[src/rtl/key_sched_pkg.sv]
// Shared definitions for the key scheduler slice.
// Holds the FSM state type, the default Galois feedback mask for
// x^32+x^22+x^2+x+1, the zero-seed substitute and the single-step LFSR function.
package key_sched_pkg;

  typedef enum logic [1:0] {
    IDLE  = 2'd0,
    RUN   = 2'd1,
    REKEY = 2'd2
  } state_t;

  localparam logic [31:0] LFSR_TAPS_DEFAULT = 32'h8020_0003;
  localparam logic [31:0] SEED_ZERO_SUBST   = 32'h0000_0001;

  // One Galois step: shift right, fold the mask in when the bit shifted out was 1.
  function automatic logic [31:0] lfsr_next(input logic [31:0] cur,
                                            input logic [31:0] taps);
    return cur[0] ? ((cur >> 1) ^ taps) : (cur >> 1);
  endfunction

endpackage

[src/rtl/key_scheduler_lfsr32.sv]
// 32-bit Galois LFSR register.
// Ports:
//   clk      - rising-edge clock
//   rst      - synchronous active-high reset, clears the register to 0
//   load     - load load_val this cycle (has priority over step)
//   load_val - value to load
//   step     - advance the register by one Galois step
//   q        - current register value
module lfsr32
  import key_sched_pkg::*;
#(
  parameter logic [31:0] TAPS = LFSR_TAPS_DEFAULT
) (
  input  logic        clk,
  input  logic        rst,
  input  logic        load,
  input  logic [31:0] load_val,
  input  logic        step,
  output logic [31:0] q
);

  always_ff @(posedge clk) begin
    if (rst) begin
      q <= '0;
    end else if (load) begin
      q <= load_val;
    end else if (step) begin
      q <= lfsr_next(q, TAPS);
    end
  end

endmodule

[src/rtl/key_scheduler.sv]
// Key scheduler: accepts a seed, then streams LFSR-generated key words with a
// valid/ready handshake, rekeying automatically every REKEY_INTERVAL transfers
// from the stored seed rotated left by one.
// Ports:
//   clk, rst       - clock and synchronous active-high reset
//   seed_valid     - seed qualifier
//   seed[31:0]     - seed word
//   seed_ready     - a seed can be accepted (IDLE and RUN)
//   key_valid      - key qualifier (RUN only)
//   key[31:0]      - current key word (the LFSR register)
//   key_ready      - downstream takes key this cycle
//   enabled        - mirror of key_valid for the downstream xorer
//   key_count[15:0]- key transfers in the current epoch
//   seed_zero_err  - last accepted seed was zero (substituted by 1)
module key_scheduler
  import key_sched_pkg::*;
#(
  parameter int unsigned REKEY_INTERVAL = 256,
  parameter logic [31:0] LFSR_TAPS      = LFSR_TAPS_DEFAULT
) (
  input  logic        clk,
  input  logic        rst,
  input  logic        seed_valid,
  input  logic [31:0] seed,
  output logic        seed_ready,
  output logic        key_valid,
  output logic [31:0] key,
  input  logic        key_ready,
  output logic        enabled,
  output logic [15:0] key_count,
  output logic        seed_zero_err
);

  localparam logic [15:0] LAST_COUNT = 16'(REKEY_INTERVAL - 1);

  state_t      state_q, state_d;
  logic [31:0] stored_seed;
  logic [31:0] seed_eff;
  logic [31:0] seed_rot;
  logic [31:0] lfsr_load_val;
  logic [31:0] lfsr_q;
  logic        seed_xfer;
  logic        key_xfer;
  logic        epoch_end;
  logic        lfsr_load;

  assign key_valid  = (state_q == RUN);
  assign seed_ready = (state_q != REKEY);
  assign enabled    = key_valid;
  assign key        = lfsr_q;

  assign seed_xfer = seed_valid && seed_ready;
  assign key_xfer  = key_valid && key_ready;
  assign epoch_end = key_xfer && (key_count == LAST_COUNT);

  // A zero seed would lock the LFSR at zero; substitute 1 instead.
  assign seed_eff = (seed == '0) ? SEED_ZERO_SUBST : seed;
  assign seed_rot = {stored_seed[30:0], stored_seed[31]};

  // Seed load overrides the step in lfsr32, so a simultaneous seed and key
  // transfer leaves the new seed in the register.
  assign lfsr_load     = seed_xfer || (state_q == REKEY);
  assign lfsr_load_val = (state_q == REKEY) ? seed_rot : seed_eff;

  lfsr32 #(
    .TAPS(LFSR_TAPS)
  ) u_lfsr (
    .clk     (clk),
    .rst     (rst),
    .load    (lfsr_load),
    .load_val(lfsr_load_val),
    .step    (key_xfer),
    .q       (lfsr_q)
  );

  always_comb begin
    state_d = state_q;
    unique case (state_q)
      IDLE:    if (seed_xfer) state_d = RUN;
      RUN: begin
        if (seed_xfer)      state_d = RUN;
        else if (epoch_end) state_d = REKEY;
      end
      REKEY:   state_d = RUN;
      default: state_d = IDLE;
    endcase
  end

  always_ff @(posedge clk) begin
    if (rst) begin
      state_q       <= IDLE;
      stored_seed   <= '0;
      key_count     <= '0;
      seed_zero_err <= 1'b0;
    end else begin
      state_q <= state_d;
      if (seed_xfer) begin
        stored_seed   <= seed_eff;
        key_count     <= '0;
        seed_zero_err <= (seed == '0);
      end else if (state_q == REKEY) begin
        stored_seed <= seed_rot;
      end else if (key_xfer) begin
        key_count <= epoch_end ? '0 : key_count + 16'd1;
      end
    end
  end

endmodule

[config.mk]
export PLATFORM = sky130hd
export DESIGN_NAME = key_scheduler
export DESIGN_NICKNAME = d
export VERILOG_FILES = /design/src/rtl/key_sched_pkg.sv /design/src/rtl/key_scheduler_lfsr32.sv /design/src/rtl/key_scheduler.sv
export SDC_FILE = /design/constraint.sdc
export NUM_CORES = 1
export LEC_CHECK = 0
export BUFFER_PORTS_ARGS = -buffer_cell sky130_fd_sc_hd__clkbuf_2
export CAP_MARGIN = 40
export CORE_ASPECT_RATIO = 1.1
export CORE_MARGIN = 2
export CORE_UTILIZATION = 30
export CTS_BUF_LIST = sky130_fd_sc_hd__clkbuf_4 sky130_fd_sc_hd__clkbuf_8
export CTS_CLUSTER_DIAMETER = 120
export DETAILED_ROUTE_END_ITERATION = 7
export PLACE_DENSITY = 0.51
export SLEW_MARGIN = 40
export SYNTH_ARGS = -nofsm -noshare
export SYNTH_HDL_FRONTEND = slang
export SYNTH_SLANG_ARGS = --single-unit
[constraint.sdc]
create_clock -name clk -period 3.6 [get_ports clk]
set_input_delay 0.18 -clock clk [delete_from_list [all_inputs] [get_ports clk]]
set_output_delay 0.18 -clock clk [all_outputs]
set_load 0.02 [all_outputs]
# Yosys cells after proc, flatten, opt, wreduce, memory -nomap -nowiden
# Cells that the tools add are included.
# totals
reg_bits	83
latch_bits	0
ramBits	0
mem_bits_ro	0
in_bits	36
output_inout_bits	52
wordCells	37
n_memories	0
# op_classes
n_addsub	1
mul	0
n_div	0
n_lt_le_gt_ge	0
eq_ne	6
shift	0
mux	12
bitwise	2
n_reduce_logical	11
# ops
op	count
two-way mux 32 bit	7
logical NOT 32 bit	1
adder 16 x 1 -> 16 bit, second input constant	1
equality test 16 x 8 -> 1 bit, second input constant	1
two-way mux 16 bit	1
two-way mux 2 bit	3
case mux 2 bit (3 select lines)	1
!= test 2 bit, second input constant	2
NOT 3 -> 4 bit	1
AND reduction 2 bit	2
nonzero test 2 bit	2
logical AND 1 bit	3
!= test 3 x 1 -> 1 bit, second input constant	1
equality test 2 x 1 -> 1 bit, second input constant	1
equality test 2 bit, second input constant	1
logical NOT 2 bit	1
OR reduction 2 bit	1
logical OR 1 bit	1
NOT 1 bit	1

# Depth between registers and ports, before layout
# Gate-level depths: netlist (run 1).
# logic_depth
word_depth	6
depth_mapped	6
mapped_depth_nobuf	5

# Cells and area by module
# A second synthesis (run 1) with hierarchy kept.
# unflattened
cells_unflattened	446
area_unflattened_um2	4375.4
# by_module_without_submodules
module	n_inst	cells_each	area_each_um2	seq_area_each_um2
key_scheduler	1	298	2772.7	1021.0
lfsr32	1	148	1602.8	640.6

# Worst setup path before layout (run 1)
# No wires, ideal clock.
# synth_timing
path_kind	reg2reg
startpoint	register key_count[6]
endpoint	register key_count[14]
setup_ps	66
arrival_time_ps	1526
required_ps	3534
setup_slack_ps	2008
path_stages_with_launch	5
n_path_buf	0
period_less_slack_ps	1592
cell_sequence	dfxtp_1 and2_2 nand4_4 or4_4 a21oi_2
# synth_between
elab_chain_len	3
word_cells_on_any_way	4
cone_classes	add/sub (1); eq/ne (1); mux (1); reduce/logical (1)
# synth_lines
element	line	rtl
start: declaration	key_scheduler.sv:30	output logic [15:0] key_count,
start signal: assignment	key_scheduler.sv:104	key_count <= epoch_end ? '0 : key_count + 16'd1;
parallel branches: the longest is 2 deep, another holds adder 16 x 1 -> 16 bit	n/a	
two-way mux 16 bit *	key_scheduler.sv:104	
# Mark *: on every way between the ends.
# A chain may end at the register's enable or synchronous reset.

# Worst setup path in the final report (run 1)
# layout_timing
startpoint	register state_q[1]
endpoint	register stored_seed[0]
# layout_between
elab_chain_len	3
word_cells_on_any_way	5
cone_classes	eq/ne (2); mux (1); reduce/logical (2)
# layout_lines
element	line	rtl
start: declaration	key_scheduler.sv:36	state_t state_q, state_d;
start signal: assignment	key_scheduler.sv:96	state_q <= state_d;
!= test 2 bit	key_scheduler.sv:48	assign seed_ready = (state_q != REKEY);
logical AND 1 bit	key_scheduler.sv:52	assign seed_xfer = seed_valid && seed_ready;
two-way mux 32 bit / nonzero test 2 bit (equally long branches)	n/a	
end signal: assignment	key_scheduler.sv:102	stored_seed <= seed_rot;
end: declaration	key_scheduler.sv:37	logic [31:0] stored_seed;
# Parallel ways exist; a longest one is shown, timed or not.

==> results.ini, run 1 <==
[drt]
via_per_inst=5.02
dr.first_iter.drc_count=214
wl_mm=10.8
ant_nets=0
routedWlPerCell_um=14.7
num_vias=3702
drc=0
drt_first_pass_iters=4

[cts]
cts_made_buffers=9
htreeDepth=3
cts_sinks=83
clock_latency_ns=0.38
cts_root_buf=clkbuf_8
cts.path.max_buffers=2
cts_resized=0
tritoncts=built
cts_setup_buffers=0
ctsHoldBuffers=0
clkSlewWorstSetupHoldPaths_ns=0.09

[yosys]
ys_ff_latch=83
yosys-top-cells-area=dfxtp_1, a211oi_2, nand2b_1
async_reset_ff_share_pct=0
netlist.top_cell.by_area=dfxtp_1
synth_enable_flop_cells=0
synth_ff_type=dfxtp_1
yosysMostFrequentCell=dfxtp_1
syn-num-nets=518
synth_area_um2=4260
netlist-cell-type-count=51
synth_common_cells=dfxtp_1, nor2_1, nand2b_1
netlist_instances=481
yosysTopAreaCellShare_pct=39.0
ys_seq_area_share_pct=39.0
syn_area_per_cell_um2=8.85
yosysWarningCount=0

[finish]
n_antenna_cell=0
syn2layout_area_growth_pct=18.2
fillers=1481
nNetsFinal=582
drive_above_1_share_pct=31.1

[setup_path]
rr_worst_depth=6
cp-start-kind=register
worstSetupPathType=reg2reg
critPathArrivalTime_ns=2.41
endpoint_kind=register
cp_max_fo=33
cp.required_ns=3.92

[global_routing]
antenna_found_initial=1
use_met2_pct=22.9
grt_util_met3_pct=3.81
use_met1_pct=18.8
grt-busiest-layer=met2
grt_pass1_wl_mm=17.5
overflow=0
track_usage_pct=14.5
grt_max_degree=102
grt_pass1_vias=3447

[timing]
tns_ns=0
worst_pin_slew_ns=0.595
period_needed_ns=2.09
fin_worst_skew_ns=0.0147
rsz0062_at_grt=no
drv_slew=0
finalHoldViolations=0
min_period_over_period_pct=58.1
slew-limit-headroom_pct=60.4
setup_violations=0
fmax_mhz=478
hold_ws_ns=0.0889

[power]
p_per_area_nw_per_um2=427
combinationalPowerShare_pct=14.0
internal_power_mw=1.58
sw_frac_of_total_pct=26.5
finalPower_mw=2.15
peakVddDrop_mv=0.178
p_leak_nw=1.97
p_clk_share_pct=39.1
p_sw_mw=0.571
p_seq_share_pct=46.8

[placement]
portBuffers=87
place.gp.congestion=0.801
dp_hpwl_mm=7.43

[die]
ioPinCount=88
dieArea_um2=15200
dieHeight_um=129
fp.dieW_um=118
core-area_um2=13900
rows=45
start_util_pct=30.7

[run_status]
outcome=completed

[job]
cap_viol_max_count=0

[hold_path]
hold_depth=3
hold_class=in2reg

[cells by family (layout without fill, tap and decap cells)]
logic type,count (synthesis),after routing,synth area share (%)
AOI/OAI and AO/OA,118,118,25.5
DFF,83,83,39.0
muxes,2,2,0.470
and+or+nand+nor,224,224,27.3
adders and majority gates,1,1,0.294
buffers and inverters,41,110,4.99
xor gates and xnor gates,12,12,2.47
[cell type report]
type | count | area [um^2] | share of cell area (%)
multi-input combinational | 357 | 2390 | 47.5
sequential | 83 | 1660 | 33.0
timing repair buffer | 93 | 497 | 9.86
tap | 188 | 235 | 4.67
clock buffer | 11 | 145 | 2.88
clock inverter | 5 | 100 | 1.99
inverter | 1 | 3.75 | 0.0745
[per-stage QoR]
stage	setup WS, ns	util, %	cells	area [um^2]
4_1_cts	1.50	36.2	737	5010
3_5_place_dp	1.51	34.4	721	4760
2_1_floorplan	2.01	-	481	4260
5_1_grt	1.32	36.4	738	5040
6_report	1.51	36.4	738	5040
3_3_place_gp	1.39	34.4	721	4760
[sequential cells by signal (all words and copies together), names as in the netlist]
signal	cells
key_count	16
state_q	2
u_lfsr.q	32
seed_zero_err	1
stored_seed	32
[cells in the final DEF, fill, tap and decap left out, types with 10 or more instances in the layout]
cell,instances
a211oi_2,31
a31o_2,19
a31o_1,10
nor4_1,10
nor2_1,78
dfxtp_1,83
clkbuf_2,86
nand2b_1,61
clkbuf_8,10
nand2_1,40
a311oi_1,31
[power groups by stage]
| stage | sequential, mW | clock [mW] | combinational (mW) |
|---|---|---|---|
| after floorplan | 1.06 | 0 | 0.187 |
| after global placement | 1.03 | 0 | 0.299 |
| after detailed placement | 1.03 | 0 | 0.303 |
| after CTS | 1.01 | 0.864 | 0.304 |
| after global routing | 1.01 | 0.905 | 0.332 |
| final | 1.01 | 0.842 | 0.302 |
[final timing paths]
check	from	end	slack, ns
setup / recovery	state_q[1]$_SDFFE_PP0P_	stored_seed[0]$_SDFFE_PP0N_	1.51
hold / removal	seed[31]	stored_seed[31]$_SDFFE_PP0N_	0.09
hold reg to reg	seed_zero_err$_SDFFE_PP0P_	seed_zero_err$_SDFFE_PP0P_	0.46
setup reg to reg	state_q[1]$_SDFFE_PP0P_	stored_seed[0]$_SDFFE_PP0N_	1.51
[worst max-delay path, stage by stage (launching register included)]
cell and delay [ns]:
dfxtp_1 0.38, nor2b_2 0.20, inv_2 0.35, buf_4 0.41, nand3_1 0.14, nor4_2 0.39
o21bai_1 0.16
[metal layers]
layer	wire, um	vias to the layer above
met5	13	-
met4	168	2
met3	453	16
met2	5040	71
met1	5170	1748
li1	-	1865
Power figures use the tool's default switching activity.
==> inputs of run 2 (changes only) <==
--- a/config.mk
+++ b/config.mk
@@ -13,7 +13,7 @@
 export CTS_BUF_LIST = sky130_fd_sc_hd__clkbuf_4 sky130_fd_sc_hd__clkbuf_8
 export CTS_CLUSTER_DIAMETER = 120
 export DETAILED_ROUTE_END_ITERATION = 7
-export PLACE_DENSITY = 0.51
+export PLACE_DENSITY = 0.53
 export SLEW_MARGIN = 40
 export SYNTH_ARGS = -nofsm -noshare
 export SYNTH_HDL_FRONTEND = slang
==> constraint.sdc (replaced) <==
create_clock -name clk -period 1.9 [get_ports clk]
set_input_delay 0.095 -clock clk [delete_from_list [all_inputs] [get_ports clk]]
set_output_delay 0.095 -clock clk [all_outputs]
set_load 0.02 [all_outputs]
==> results.ini, run 2 (synthesis results as in run 1) <==
[setup_path]
rr_worst_depth=5
endpoint_kind=register
worstSetupPathType=reg2reg
cp-start-kind=register
critPathArrivalTime_ns=1.97
r2r_start=state_q[1]$_SDFFE_PP0P_
r2r_slack_ns=0.17
timing.rr.end=u_lfsr.q[10]$_SDFFE_PP0P_
cp_max_fo=22
cp.required_ns=2.14
crit_start=state_q[1]$_SDFFE_PP0P_

[timing]
tns_ns=0
fin_worst_skew_ns=0.0113
rsz0062_at_grt=no
period_needed_ns=1.73
finalHoldViolations=0
fmax_mhz=579
worst_pin_slew_ns=0.603
setup_violations=0
slew-limit-headroom_pct=59.8
drv_slew=0
min_period_over_period_pct=90.9

[drt]
wl_met2_mm=4.94
top_layer=met4
drt_first_pass_iters=4
ant_nets=0
wl_mm=10.8
drc=0
met3_length_um=516
num_vias=3783
routedWlPerCell_um=14.4
route.layer.met1.wl_mm=5.20
via_per_inst=5.04
dr.first_iter.drc_count=232

[finish]
instances_no_fill=751
drive_above_1_share_pct=31.3
syn2layout_area_growth_pct=20.2
final_area_um2=5120
nNetsFinal=596
n_antenna_cell=0
finalCoreUtilization_pct=36.9
largest_registers=stored_seed: 32 flops, u_lfsr.q: 32 flops, key_count: 16 flops
layout_common_cells=clkbuf_2, dfxtp_1, nor2_1
layout_commonest_cell=clkbuf_2

[die]
dieHeight_um=129
ioPinCount=88
core-area_um2=13900
fp.dieW_um=118
rows=45
dieArea_um2=15200
start_util_pct=30.7

[global_routing]
grt_max_degree=102
overflow=0
antenna_found_initial=0
grt_pass1_vias=3602
grt_pass1_wl_mm=17.8
track_usage_pct=14.6

[placement]
dpl_cell_area_um2=4870
portBuffers=87
dp.cells=729
place.gp.congestion=0.799
dp_hpwl_mm=7.68

[power]
finalPower_mw=3.70
peakVddDrop_mv=0.333
p_leak_nw=2.01
p_per_area_nw_per_um2=723

[cts]
tritoncts=built
clkSlewWorstSetupHoldPaths_ns=0.09
clock_latency_ns=0.37
cts.path.max_buffers=2
htreeDepth=3
cts_sinks=83
cts_root_buf=clkbuf_8
cts_made_buffers=9

[hold_path]
hold_end=stored_seed[5]$_SDFFE_PP0N_
hold_depth=3
worstHoldStart=seed[5]
hold_class=in2reg

[job]
cap_viol_max_count=0

[run_status]
outcome=completed

==> run 2: cell types whose count changed in the layout (fill, tap and decap cells not counted), sizes merged <==
cell         change
bufinv           -3
clkinv           +1
clkinvlp         +1
dlygate4sd3      +7
buf              +7
==> run 2: worst max-delay path by stage <==
| stage | end | depth (start not counted) | slack (ns) |
|---|---|---|---|
| global route | key_count[13]$_SDFFE_PP0P_ | 7 | 0.03 |
| floorplan | key_count[14]$_SDFFE_PP0P_ | 4 | 0.31 |
| detailed placement | u_lfsr.q[10]$_SDFFE_PP0P_ | 5 | 0.19 |
| global placement | u_lfsr.q[9]$_SDFFE_PP0P_ | 5 | 0.24 |
| CTS | u_lfsr.q[10]$_SDFFE_PP0P_ | 5 | 0.18 |
| finish | u_lfsr.q[10]$_SDFFE_PP0P_ | 5 | 0.17 |
==> run 2: area by class of cell <==
| class | count | area, um^2 |
|---|---|---|
| fillers | 1459 | 8730 |
| multi-input cells | 357 | 2390 |
| flip-flops and latches | 83 | 1660 |
| repair buffers | 107 | 653 |
| well taps | 188 | 235 |
| clock buffers | 11 | 151 |
| clock inverters | 4 | 26.3 |
| inverters | 1 | 3.75 |
==> run 2: per-stage QoR <==
stage               worst slack [ns]  hold slack (ns)
floorplan                      0.308            0.269
global placement               0.237            0.390
detailed placement             0.190            0.403
CTS                            0.183         0.000309
global route                  0.0301          0.00978
finish                         0.172           0.0141
==> run 2: timing repair <==
item                                   in CTS  in global routing
hold buffers                                7                  0
endpoints found under the hold margin       7                  0
resized for setup                           0                  0
setup buffers                               0                  0
==> run 2: critical path, stage by stage (launching register included) <==
cell	delay [ns]
dfxtp_1	0.43
and3b_1	0.22
or3_2	0.48
buf_4	0.25
nor2_1	0.15
a211oi_2	0.06
==> run 2: where the power goes <==
group          switching [mW]  total (mW)  internal, mW
sequential             0.0734        1.91          1.83
clock                   0.658        1.19         0.537
combinational           0.338       0.595         0.257
total                    1.07        3.70          2.63
==> run 2: routing by layer <==
| metal | vias to the layer above | global-route usage (%) |
|---|---|---|
| met5 | - | 0 |
| met4 | 0 | 6.31 |
| met3 | 13 | 3.46 |
| met2 | 85 | 23.2 |
| met1 | 1783 | 19.1 |
| li1 | 1902 | - |
==> inputs of run 3 (changes only) <==
--- a/config.mk
+++ b/config.mk
@@ -9,11 +9,11 @@
 export CAP_MARGIN = 40
 export CORE_ASPECT_RATIO = 1.1
 export CORE_MARGIN = 2
-export CORE_UTILIZATION = 30
+export CORE_UTILIZATION = 51
 export CTS_BUF_LIST = sky130_fd_sc_hd__clkbuf_4 sky130_fd_sc_hd__clkbuf_8
 export CTS_CLUSTER_DIAMETER = 120
 export DETAILED_ROUTE_END_ITERATION = 7
-export PLACE_DENSITY = 0.53
+export PLACE_DENSITY = 0.8
 export SLEW_MARGIN = 40
 export SYNTH_ARGS = -nofsm -noshare
 export SYNTH_HDL_FRONTEND = slang
==> results.ini, run 3 (synthesis results as in run 1) <==
[timing]
rsz0062_at_grt=no
fmax_mhz=562
fin_worst_skew_ns=0.00733
min_period_over_period_pct=93.6
hold_ws_ns=0.0350
finalHoldViolations=0
slew-limit-headroom_pct=71.3
setup_violations=0
worst_pin_slew_ns=0.426
drv_slew=0
tns_ns=0
period_needed_ns=1.78

[finish]
nNetsFinal=586
syn2layout_area_growth_pct=15.7
largest_registers=stored_seed: 32 flops, u_lfsr.q: 32 flops, key_count: 16 flops
instances_no_fill=662
drive_above_1_share_pct=31.4
layout_commonest_cell=clkbuf_2
n_antenna_cell=0
fillers=756
layout_common_cells=clkbuf_2, dfxtp_1, nor2_1

[placement]
dp.cells=646
place.gp.congestion=0.879
dp_hpwl_mm=6.69
portBuffers=87

[die]
rows=34
start_util_pct=53.3
dieArea_um2=9100
fp.dieW_um=91.1
ioPinCount=88
core-area_um2=8000
dieHeight_um=99.8

[power]
p_per_area_nw_per_um2=764
p_leak_nw=1.96
peakVddDrop_mv=0.435
finalPower_mw=3.77

[cts]
cts_sinks=83
cts_made_buffers=9
tritoncts=built
htreeDepth=3
clock_latency_ns=0.35
cts_root_buf=clkbuf_8
clkSlewWorstSetupHoldPaths_ns=0.09
cts_setup_buffers=0
cts.path.max_buffers=2

[setup_path]
crit_buf_inv=1
path_delay_family=simple AND/OR/NAND/NOR gates
cp.required_ns=2.11
r2r_slack_ns=0.12
cp-start-kind=register
endpoint_kind=register
critPathMaxStageDelay_ns=0.47
crit_chain=and3b_1, or3_2, buf_4, nor2_1, a211oi_2
critPathArrivalTime_ns=1.99
worstSetupPathType=reg2reg
cp_max_fo=26
crit_slowest_cell=or3_2

[drt]
wl_mm=9.54
drc=0
via_per_inst=5.72
ant_nets=0
dr.first_iter.drc_count=186
num_vias=3785
routedWlPerCell_um=14.4
drt_first_pass_iters=4

[job]
cap_viol_max_count=0

[global_routing]
overflow=0
antenna_found_initial=0
track_usage_pct=20.8
grt_pass1_wl_mm=15.7
grt_max_degree=102
grt_pass1_vias=3368

[run_status]
outcome=completed

[hold_path]
hold_class=in2reg

run 3: cell types whose count changed in the layout (fill, tap and decap cells not counted), moves of 2 or more:
cell,change
buf_12,-2
buf_4,-2
dlygate4sd3_1,-7
clkbuf_4,+2
run 3: tightest hold or removal path: cells and delay by family:
family / cells / cell delay [ns]
buffers and inverters: 1 / 0.09
AO/OA/AOI/OAI: 1 / 0.08
AND/OR/NAND/NOR: 1 / 0.07
run 3: power breakdown:
part / internal, mW / switching, mW
clock network: 0.671 / 0.621
logic: 0.243 / 0.327
registers: 1.83 / 0.0704
run 3: worst paths after layout:
check / from / end / cells after the start
max: state_q[1]$_SDFFE_PP0P_ / u_lfsr.q[13]$_SDFFE_PP0P_ / 5
min reg2reg: seed_zero_err$_SDFFE_PP0P_ / seed_zero_err$_SDFFE_PP0P_ / 1
min: seed[10] / stored_seed[10]$_SDFFE_PP0N_ / 3
max reg2reg: state_q[1]$_SDFFE_PP0P_ / u_lfsr.q[13]$_SDFFE_PP0P_ / 5
run 3: stage by stage:
stage	cell area (um^2)	utilization [%]	setup slack [ns]
floorplan	4260	-	0.308
global placement	4720	59.0	0.203
CTS	4920	61.6	0.115
finish	4930	61.6	0.122
detailed placement	4720	59.0	0.130
global route	4930	61.6	0.0244
run 3: layout make-up:
class	instances	area (um^2)	share of cell area, %
well taps	108	135	2.74
flip-flops and latches	83	1660	33.7
clock buffers	12	153	3.10
clock inverters	4	50.0	1.02
repair buffers	97	539	10.9
multi-input cells	357	2390	48.4
inverters	1	3.75	0.0762
run 3: repair_timing:
action,4_1_cts,5_1_grt
hold buffers,0,0
setup endpoints to repair,0,3
resized for setup,0,1
run 3: metal layers:
| metal | vias to the layer above | part of all wire, % | global-route usage, % |
|---|---|---|---|
| li1 | 1880 | - | - |
| met1 | 1791 | 46 | 28.1 |
| met4 | 0 | 0.80 | 5.24 |
| met3 | 10 | 6.1 | 4.50 |
| met5 | - | 0 | 0 |
| met2 | 104 | 47 | 34.2 |
